## config.mk

```make
export PLATFORM = sky130hd
export DESIGN_NAME = uart_alu_interface
export DESIGN_NICKNAME = d
export VERILOG_FILES = /design/src/rtl/uart_alu_interface.sv
export SDC_FILE = /design/constraint.sdc
export NUM_CORES = 1
export LEC_CHECK = 0
export ABC_CLOCK_PERIOD_IN_PS = 5000
export BUFFER_PORTS_ARGS = -buffer_cell sky130_fd_sc_hd__clkbuf_2
export CORE_MARGIN = 2
export CORE_UTILIZATION = 52
export CTS_CLUSTER_SIZE = 16
export DETAILED_ROUTE_END_ITERATION = 8
export PLACE_DENSITY = 0.83
export RECOVER_POWER = 25
export SYNTH_ARGS = -nofsm -noshare
export SYNTH_HDL_FRONTEND = slang
export SYNTH_SLANG_ARGS = --single-unit
```

## constraint.sdc

```tcl
create_clock -name i_clock -period 5 [get_ports i_clock]
set_input_delay 0.25 -clock i_clock [delete_from_list [all_inputs] [get_ports i_clock]]
set_output_delay 0.25 -clock i_clock [all_outputs]
set_load 0.005 [all_outputs]
```

## src/rtl/uart_alu_interface.sv

```systemverilog
// Byte-stream front end for the ALU. Three received bytes form one transaction:
// operand A, operand B, then opcode. The ALU result is latched and handed to the
// UART transmitter with a one-cycle start pulse; the block then waits for the
// transmitter's done pulse before accepting the next transaction.
module uart_alu_interface #(
    parameter int unsigned DATA_WIDTH = 8,
    parameter int unsigned OP_WIDTH   = 6
) (
    input  logic                  i_clock,
    input  logic                  i_reset,
    input  logic                  i_rx_done,
    input  logic [DATA_WIDTH-1:0] i_rx_data,
    input  logic [DATA_WIDTH-1:0] i_alu_result,
    input  logic                  i_tx_done,
    output logic [DATA_WIDTH-1:0] o_alu_a,
    output logic [DATA_WIDTH-1:0] o_alu_b,
    output logic [OP_WIDTH-1:0]   o_alu_op,
    output logic                  o_tx_start,
    output logic [DATA_WIDTH-1:0] o_tx_data,
    output logic                  o_busy,
    output logic                  o_overrun
);

    typedef enum logic [5:0] {
        StWaitA  = 6'b000001,
        StWaitB  = 6'b000010,
        StWaitOp = 6'b000100,
        StExec   = 6'b001000,
        StSend   = 6'b010000,
        StWaitTx = 6'b100000
    } state_e;

    state_e                state_q, state_d;
    logic [DATA_WIDTH-1:0] alu_a_q, alu_a_d;
    logic [DATA_WIDTH-1:0] alu_b_q, alu_b_d;
    logic [OP_WIDTH-1:0]   alu_op_q, alu_op_d;
    logic [DATA_WIDTH-1:0] tx_data_q, tx_data_d;
    logic                  overrun_q, overrun_d;

    // Next-state and register-update logic for the transaction sequencer.
    always_comb begin
        state_d   = state_q;
        alu_a_d   = alu_a_q;
        alu_b_d   = alu_b_q;
        alu_op_d  = alu_op_q;
        tx_data_d = tx_data_q;
        overrun_d = overrun_q;

        unique case (state_q)
            StWaitA: begin
                if (i_rx_done) begin
                    alu_a_d = i_rx_data;
                    state_d = StWaitB;
                end
            end
            StWaitB: begin
                if (i_rx_done) begin
                    alu_b_d = i_rx_data;
                    state_d = StWaitOp;
                end
            end
            StWaitOp: begin
                if (i_rx_done) begin
                    alu_op_d = i_rx_data[OP_WIDTH-1:0];
                    state_d  = StExec;
                end
            end
            StExec: begin
                // Operands/opcode have been stable for this whole cycle.
                tx_data_d = i_alu_result;
                state_d   = StSend;
                if (i_rx_done) overrun_d = 1'b1;
            end
            StSend: begin
                state_d = StWaitTx;
                if (i_rx_done) overrun_d = 1'b1;
            end
            StWaitTx: begin
                if (i_tx_done) begin
                    state_d = StWaitA;
                    // A byte arriving together with tx_done starts the next transaction.
                    if (i_rx_done) begin
                        alu_a_d = i_rx_data;
                        state_d = StWaitB;
                    end
                end else if (i_rx_done) begin
                    overrun_d = 1'b1;
                end
            end
            default: state_d = StWaitA;
        endcase
    end

    // State and datapath registers with synchronous reset.
    always_ff @(posedge i_clock) begin
        if (i_reset) begin
            state_q   <= StWaitA;
            alu_a_q   <= '0;
            alu_b_q   <= '0;
            alu_op_q  <= '0;
            tx_data_q <= '0;
            overrun_q <= 1'b0;
        end else begin
            state_q   <= state_d;
            alu_a_q   <= alu_a_d;
            alu_b_q   <= alu_b_d;
            alu_op_q  <= alu_op_d;
            tx_data_q <= tx_data_d;
            overrun_q <= overrun_d;
        end
    end

    assign o_alu_a    = alu_a_q;
    assign o_alu_b    = alu_b_q;
    assign o_alu_op   = alu_op_q;
    assign o_tx_data  = tx_data_q;
    assign o_overrun  = overrun_q;
    assign o_tx_start = (state_q == StSend);
    assign o_busy     = (state_q == StExec) || (state_q == StSend) || (state_q == StWaitTx);

endmodule

```

[Word-level counts from Yosys, hierarchy flattened]
Index checks and enable logic that the tools add are counted.
Widths: inputs -> output; s select.
Word-level totals
  latch bits: 0
  bits in writable memories: 0
  logic and storage cells: 39
  ROM bits: 0
  register bits: 37
  bits of input ports: 20
  memories: 0
  output and inout bits: 33
Cells by class
  add/subtract/negate cells: 0
  bitwise gates (word level): 0
  divide/modulo/power cells: 0
  mux-type cells: 12
  multipliers: 0
  shift-type cells: 0
  reduce and logical (&&, ||, !) cells: 10
  magnitude comparators: 0
  equal/unequal tests: 11
Operator list (number)
  $pmux 6 s6: 1
  $mux 6: 4
  $mux 8: 2
  $pmux 8 s2: 1
  $ne 2x2->1 const B: 5
  $reduce_and 2->1: 4
  $eq 6x1->1 const B: 1
  $eq 6x2->1 const B: 1
  $eq 6x3->1 const B: 1
  $eq 6x4->1 const B: 1
  $eq 6x5->1 const B: 1
  $eq 6x6->1 const B: 1
  $reduce_and 4->1: 1
  $reduce_bool 2->1: 2
  $logic_or 1x1->1: 2
  $mux 1: 2
  $mux 2: 1
  $pmux 1 s2: 1
  $reduce_or 2->1: 1

[Logic depth before layout (Yosys ltp)]
Gate-level depths: netlist of run 1.
  depth in word-level cells: 4
  depth in mapped cells: 6
  mapped depth without buffers: 4

[Worst setup path after synthesis of run 1]
No wires, ideal clock.
  path type: register to register
  from: reg state_q[5]
  to: reg tx_data_q[0] (netlist: o_tx_data[0])
  library setup time: 0.128 ns
  buffers on the path: 2
  data arrival time: 1.637 ns
  stages on the path, launching flop included: 7
  clock period less this slack: 1.764 ns
  setup slack: 3.236 ns
  required time: 4.872 ns
  path through: dfxtp_1 buf_6 or4_4 or3b_1 buf_6 mux2i_1 nor2_1
On the way
  word-level cells in the longest chain between the ends: 1
RTL lines
  start, declared: line 33  | state_e state_q, state_d;
  start signal, assigned: line 97  | state_q <= StWaitA;
  start signal, assigned: line 104  | state_q <= state_d;
  $eq 6x4->1: line 49  | unique case (state_q)
  end signal, assigned: line 108  | tx_data_q <= tx_data_d;
  end, declared: line 37  | logic [DATA_WIDTH-1:0] tx_data_q, tx_data_d;
Every way passes these cells.
A chain may end at the register's enable or synchronous reset.

[Worst setup path after layout of run 1]
  from: reg state_q[5]
  to: out o_tx_start
On the way
  word-level cells in the longest chain between the ends: 1
RTL lines
  $eq 6x5->1: line 118  | assign o_tx_start = (state_q == StSend);
  end, declared: line 18  | output logic o_tx_start,
Every way passes these cells.

==> run_results.csv, run 1 <==
group,metric,value,unit
finish,seq_area,740.7,um2
die,io_pins,53,
sta,hold_violations,0,
synth,avgSynthCellArea,9.903,um2
finish,num_antenna_cells,0,
clocking,post_cts_buffers,0,
clocking,cts_max_level,2,
global_route,antenna_found_initial,0,
die,core,2758,um2
route,num_vias,1248,
synth,synth-xor-area-share,1.156,%
clocking,cts_tree,"done",
die,start_util,54.95,%
sta,timing.final.ws_setup,2.970,ns
sta,drv_slew,0,
synth,yosysTopAreaCell,"dfxtp_1",
run,cap_violations,0,
clocking,cts-resized-gates,0,
synth,synthAdderAreaFrac,0.6606,%
synth,synth_area_leaders,"dfxtp_1 49%, mux2i_1 20%, nor2_1 9.2%",
run_status,outcome,"completed",
synth,synth_top_family_by_area,"multiplexers",
synth,synth_area,1515,um2
clocking,clk_transition_reported_paths,0.12,ns
clocking,ctsLongestPathBuffers,2,
global_route,grt_pass1_wl,5485,um
sta,fmax,492.6,MHz
finish,final_common_cell,"clkbuf_2",
sta,period_minus_slack,2.030,ns
setup_path,critPathMaxFanout,9,
clocking,clk_latency,0.35,ns
sta,setup_tns,0,ns
clocking,cts_made_buffers,5,
synth,ys_warn_count,0,
setup_path,start_kind,"flop",
placement,postPlaceCellArea,1757,um2
route,drc,0,
finish,drive_gt1_share,30.05,%
sta,relSlewSlack,53.10,%
global_route,grt_usage,21.39,%
power_and_ir_drop,p_leak,1.008,nW
placement,post-place-ws,3.027,ns
die,dieHeight,57.98,um
die,rows,19,
power_and_ir_drop,cellPowerDensity,349.7,nW/um2
finish,final_nets,222,
placement,place_congestion,0.8389,
synth,synthCells,153,
synth,synth-compound-area-share,7.762,%
finish,syn_to_final_growth,20.97,%
route,drt_iter0_drc,21,
global_route,overflow,0,
route,wire_per_inst,14.26,um
finish,multi_input_area,705.7,um2
clocking,clockRootBuffer,"clkbuf_4",
synth,synth_seq_cells,37,
finish,final_area,1833,um2
setup_path,arrival,1.78,ns
synth,synth_nets,173,
route,viasPerCell,5.333,
sta,tightest_slew,0.7036,ns
clocking,hold_buffers,0,
worst_hold_path,hp-class,"in2reg",
global_route,grt_max_degree,38,
finish,final_cell_mix,"46 x clkbuf_2, 37 x nor2_1, 37 x dfxtp_1",
synth,synth.distinct_cells,34,
setup_path,required,4.75,ns
route,firstDrtPassIters,4,
synth,synth-simple-area-share,17.18,%
setup_path,criticalPathCategory,"reg2out",
sta,finalCritPeriodShare,40.60,%
die,die_w,57.98,um
clocking,cts_sinks,37,
placement,dpl.hpwl,2526,um
setup_path,end_kind,"primary output",
placement,port_buffers,52,
synth,synth_top_cell_area_share,48.89,%
route,ant_nets,0,
power_and_ir_drop,ir_drop,0.2798,mV
die,die_area,3362,um2
global_route,grt_pass1_vias,1224,
finish,fillers,243,
route,totalWireLength,3337,um
sta,skew,0.01104,ns
sta,setup_violations,0,
synth,muxShareOfSynthArea,19.82,%
finish,utilization,66.47,%
sta,grt_setup_unrepaired,"no",
synth,ys_seq_area_share,48.89,%
## Yosys cell counts
| master | count |
|---|---|
| buf_6 | 2 |
| inv_1 | 3 |
| nor2b_1 | 2 |
| or2_2 | 1 |
| maj3_1 | 1 |
| buf_1 | 1 |
| o211ai_1 | 1 |
| buf_2 | 1 |
| nor4_1 | 1 |
| nor4_2 | 1 |
| nor3b_1 | 2 |
| o21ai_0 | 5 |
| a221oi_1 | 1 |
| and2b_2 | 1 |
| or2b_1 | 1 |
| and3b_2 | 1 |
| nor3_1 | 1 |
| nor2_1 | 37 |
| a21oi_1 | 4 |
| nand3_1 | 1 |
| buf_4 | 1 |
| dfxtp_1 | 37 |
| o21ba_2 | 1 |
| nand4_1 | 2 |
| xor2_1 | 2 |
| a22oi_1 | 1 |
| o311ai_0 | 1 |
| mux2i_1 | 30 |
| clkbuf_1 | 5 |
| o21a_1 | 1 |
| or4_4 | 1 |
| o211ai_2 | 1 |
| o211a_1 | 1 |
| or3b_1 | 1 |
## sequential cells by signal (all words and copies together), names as in the netlist
name	flops
o_alu_b	8
o_tx_data	8
o_alu_a	8
o_alu_op	6
o_overrun	1
state_q	6
## metrics by stage
stage / std cells / power (mW) / hold WS (ns)
floorplan: 153 / 0.4017 / 0.3939
global placement: 226 / 0.4310 / 0.4539
detailed placement: 226 / 0.4374 / 0.4601
CTS: 234 / 0.6474 / 0.1166
global route: 234 / 0.6718 / 0.1280
finish: 234 / 0.6410 / 0.1275
## kinds of logic after synthesis
logic type,Yosys count
buffers and inverters,13
muxes,30
AOI/OAI and AO/OA,17
and+or+nand+nor,53
adders and majority gates,1
DFF,37
xor gates and xnor gates,2
## routing by layer
metal / up-vias / routed length [um] / GRT usage (%)
li1: 624 / - / -
met2: 34 / 1685 / 35.71
met5: - / 0 / 0
met3: 3 / 175 / 6.473
met4: 0 / 33 / 4.983
met1: 587 / 1442 / 27.27
## critical path: stages, from the launching register on
cell and delay (ns):
dfxtp_1 0.41, or4_4 0.58, nor3b_1 0.29, clkbuf_2 0.17
## worst paths after layout
kind,startpoint,endpoint,slack (ns),cells after the start
min reg2reg,o_overrun,o_overrun,0.49,2
min,i_alu_result[2],o_tx_data[2],0.13,3
max,state_q[5],o_tx_start,2.97,3
max reg2reg,state_q[5],o_tx_data[7],3.03,4
## where the power goes
| group | switching (mW) | internal [mW] |
|---|---|---|
| clock | 0.104 | 0.106 |
| combinational | 0.0559 | 0.0491 |
| sequential | 0.0159 | 0.310 |
| total | 0.176 | 0.465 |
## final cells by class
cell class / count / area share, %
timing repair buffer: 52 / 13.79
sequential: 37 / 40.41
inverter: 3 / 0.6143
clock buffer: 5 / 2.048
tap: 31 / 2.116
multi-input combinational: 103 / 38.50
clock inverter: 3 / 2.526
(Power assumes the default switching activity.)
==> run 2, diff against run 1 <==
Settings changed: ABC_CLOCK_PERIOD_IN_PS 5000 to 1600, CORE_UTILIZATION 52 to 44, PLACE_DENSITY 0.83 to 0.75.
Clock period 5 ns to 1.6 ns, I/O delays scaled along.
==> run_results.csv, run 2 (synthesis gave the netlist of run 1 again) <==
group,metric,value,unit
run_status,outcome,"finished with violations",
run_status,violations,"negative setup slack",
sta,finalCritPeriodShare,107.9,%
finish,final_cell_mix,"51 x clkbuf_2, 36 x nor2_1, 36 x dfxtp_1",
global_route,grt_usage,19.76,%
placement,dp_cells,257,
setup_path,endpoint,"o_tx_data[0]",
setup_path,crit_start,"state_q[0]",
setup_path,slowest_stage,"or4_4",
power_and_ir_drop,p_seq_share,50.0,%
power_and_ir_drop,clkPwrFrac,24.7,%
route,wire_per_inst,12.79,um
setup_path,path_delay_family,"simple AND/OR/NAND/NOR gates",
die,start_util,45.77,%
power_and_ir_drop,p_comb_share,25.3,%
placement,postPlaceCellArea,1908,um2
placement,post-place-ws,-0.1298,ns
power_and_ir_drop,p_int,1.448,mW
route,viasPerCell,4.881,
setup_path,crit_path_max_incr_delay,0.53,ns
sta,tightest_slew,0.3978,ns
finish,fillers,285,
clocking,clockRootBuffer,"clkbuf_4",
clocking,cts_sinks,37,
sta,relSlewSlack,73.48,%
run,cap_violations,0,
sta,skew,0.005606,ns
setup_path,ff2ff_setup_slack,-0.13,ns
global_route,antenna_found_initial,0,
worst_hold_path,hold_depth,3,
sta,drv_slew,0,
clocking,cts_max_level,2,
route,totalWireLength,3556,um
power_and_ir_drop,cellPowerDensity,926.8,nW/um2
route,num_vias,1357,
sta,period_minus_slack,1.726,ns
setup_path,crit_buf_inv,1,
global_route,grt_pass1_vias,1395,
power_and_ir_drop,ir_drop,0.6213,mV
route,drt_iter0_drc,34,
placement,place_congestion,0.8548,
setup_path,r2r-end,"o_tx_data[0]",
setup_path,critPathMaxFanout,9,
finish,final_common_cell,"clkbuf_2",
die,dieHeight,62.68,um
power_and_ir_drop,p_leak,1.157,nW
finish,drive_gt1_share,37.50,%
clocking,clk_transition_reported_paths,0.10,ns
sta,hold_ws,0.007151,ns
setup_path,r2r_cells,5,
sta,fmax,579.3,MHz
setup_path,start_kind,"flop",
finish,num_antenna_cells,0,
setup_path,required,1.82,ns
clocking,ctsLongestPathBuffers,2,
finish,fin_cells,278,
setup_path,cp.depth,5,
sta,setup_violations,10,
placement,dpl.hpwl,2414,um
setup_path,criticalPathCategory,"reg2reg",
placement,port_buffers,52,
route,drc,0,
clocking,cts_made_buffers,5,
finish,final_area,2147,um2
die,io_pins,53,
finish,syn_to_final_growth,41.70,%
setup_path,end_kind,"flop",
clocking,clk_latency,0.34,ns
setup_path,arrival,1.95,ns
worst_hold_path,hp-class,"in2reg",
route,firstDrtPassIters,4,
route,ant_nets,0,
setup_path,worstReg2RegStart,"state_q[0]",
global_route,overflow,0,
power_and_ir_drop,p_sw_share,27.21,%
die,core,3311,um2
sta,grt_setup_unrepaired,"yes",
power_and_ir_drop,power_switching,541.5,uW
die,die_w,62.68,um
die,rows,21,
sta,timing.final.ws_setup,-0.1263,ns
global_route,grt_pass1_wl,6175,um
clocking,cts_tree,"done",
sta,hold_violations,0,
setup_path,path_cells,"or4_4, or3b_1, buf_6, mux2i_1, nor2_1",
finish,final_nets,252,
global_route,grt_max_degree,19,
die,die_area,3929,um2
run 2: layout make-up:
cell class                      count  area, um2  share of cell area (%)
Tap cell                           46      57.56                   2.681
Multi-Input combinational cell    103      742.0                   34.56
Inverter                            3      11.26                  0.5245
Sequential cell                    37      742.0                   34.56
Timing Repair Buffer               82      539.3                   25.12
Clock buffer                        7      55.05                   2.564
run 2: power groups by stage:
stage               registers [mW]  clock network (mW)  logic (mW)
floorplan                     1.02                   0       0.233
global placement              1.01                   0       0.437
detailed placement            1.02                   0       0.439
CTS                          0.995               0.507       0.479
global route                  1.00               0.543       0.551
finish                       0.995               0.492       0.503
run 2: worst min-delay path by stage:
| stage | startpoint | to | slack (ns) |
|---|---|---|---|
| detailed placement | i_alu_result[4] | o_tx_data[4] | 0.32 |
| CTS | i_rx_data[1] | o_alu_op[1] | 0.002 |
| global placement | i_alu_result[0] | o_tx_data[0] | 0.31 |
| global route | i_rx_data[1] | o_alu_op[1] | 0.004 |
| finish | i_rx_data[3] | o_alu_op[3] | 0.007 |
| floorplan | i_rx_data[0] | o_alu_a[0] | 0.22 |
run 2: worst reg2reg max path: cells and delay by family (launching register included):
| family | cells | cell delay [ns] |
|---|---|---|
| AND/OR/NAND/NOR | 3 | 0.96 |
| flip-flops | 1 | 0.32 |
| buffers and inverters | 1 | 0.17 |
| multiplexers | 1 | 0.17 |
run 2: timing repair:
item,4_1_cts,5_1_grt
gates resized for setup,6,5
setup endpoints to repair,11,14
pin swaps,2,0
setup buffers,0,0
hold buffers,14,0
hold endpoints to repair,17,0
run 2: routing by layer:
metal	routed length, um	GRT usage, %	up-vias	share of wire (%)
li1	-	-	682	-
met1	1494	21.36	631	42
met2	1829	36.56	36	51
met3	161	5.045	8	4.5
met4	71	7.778	0	2.0
met5	0	0	-	0
run 2: metrics by stage:
stage | util (%) | power (mW) | setup TNS [ns]
global placement | 57.63 | 1.451 | -0.6010
detailed placement | 57.63 | 1.455 | -0.9346
CTS | 64.13 | 1.981 | -0.9691
global route | 64.85 | 2.097 | -1.666
finish | 64.85 | 1.990 | -1.002
floorplan | - | 1.255 | -1.315
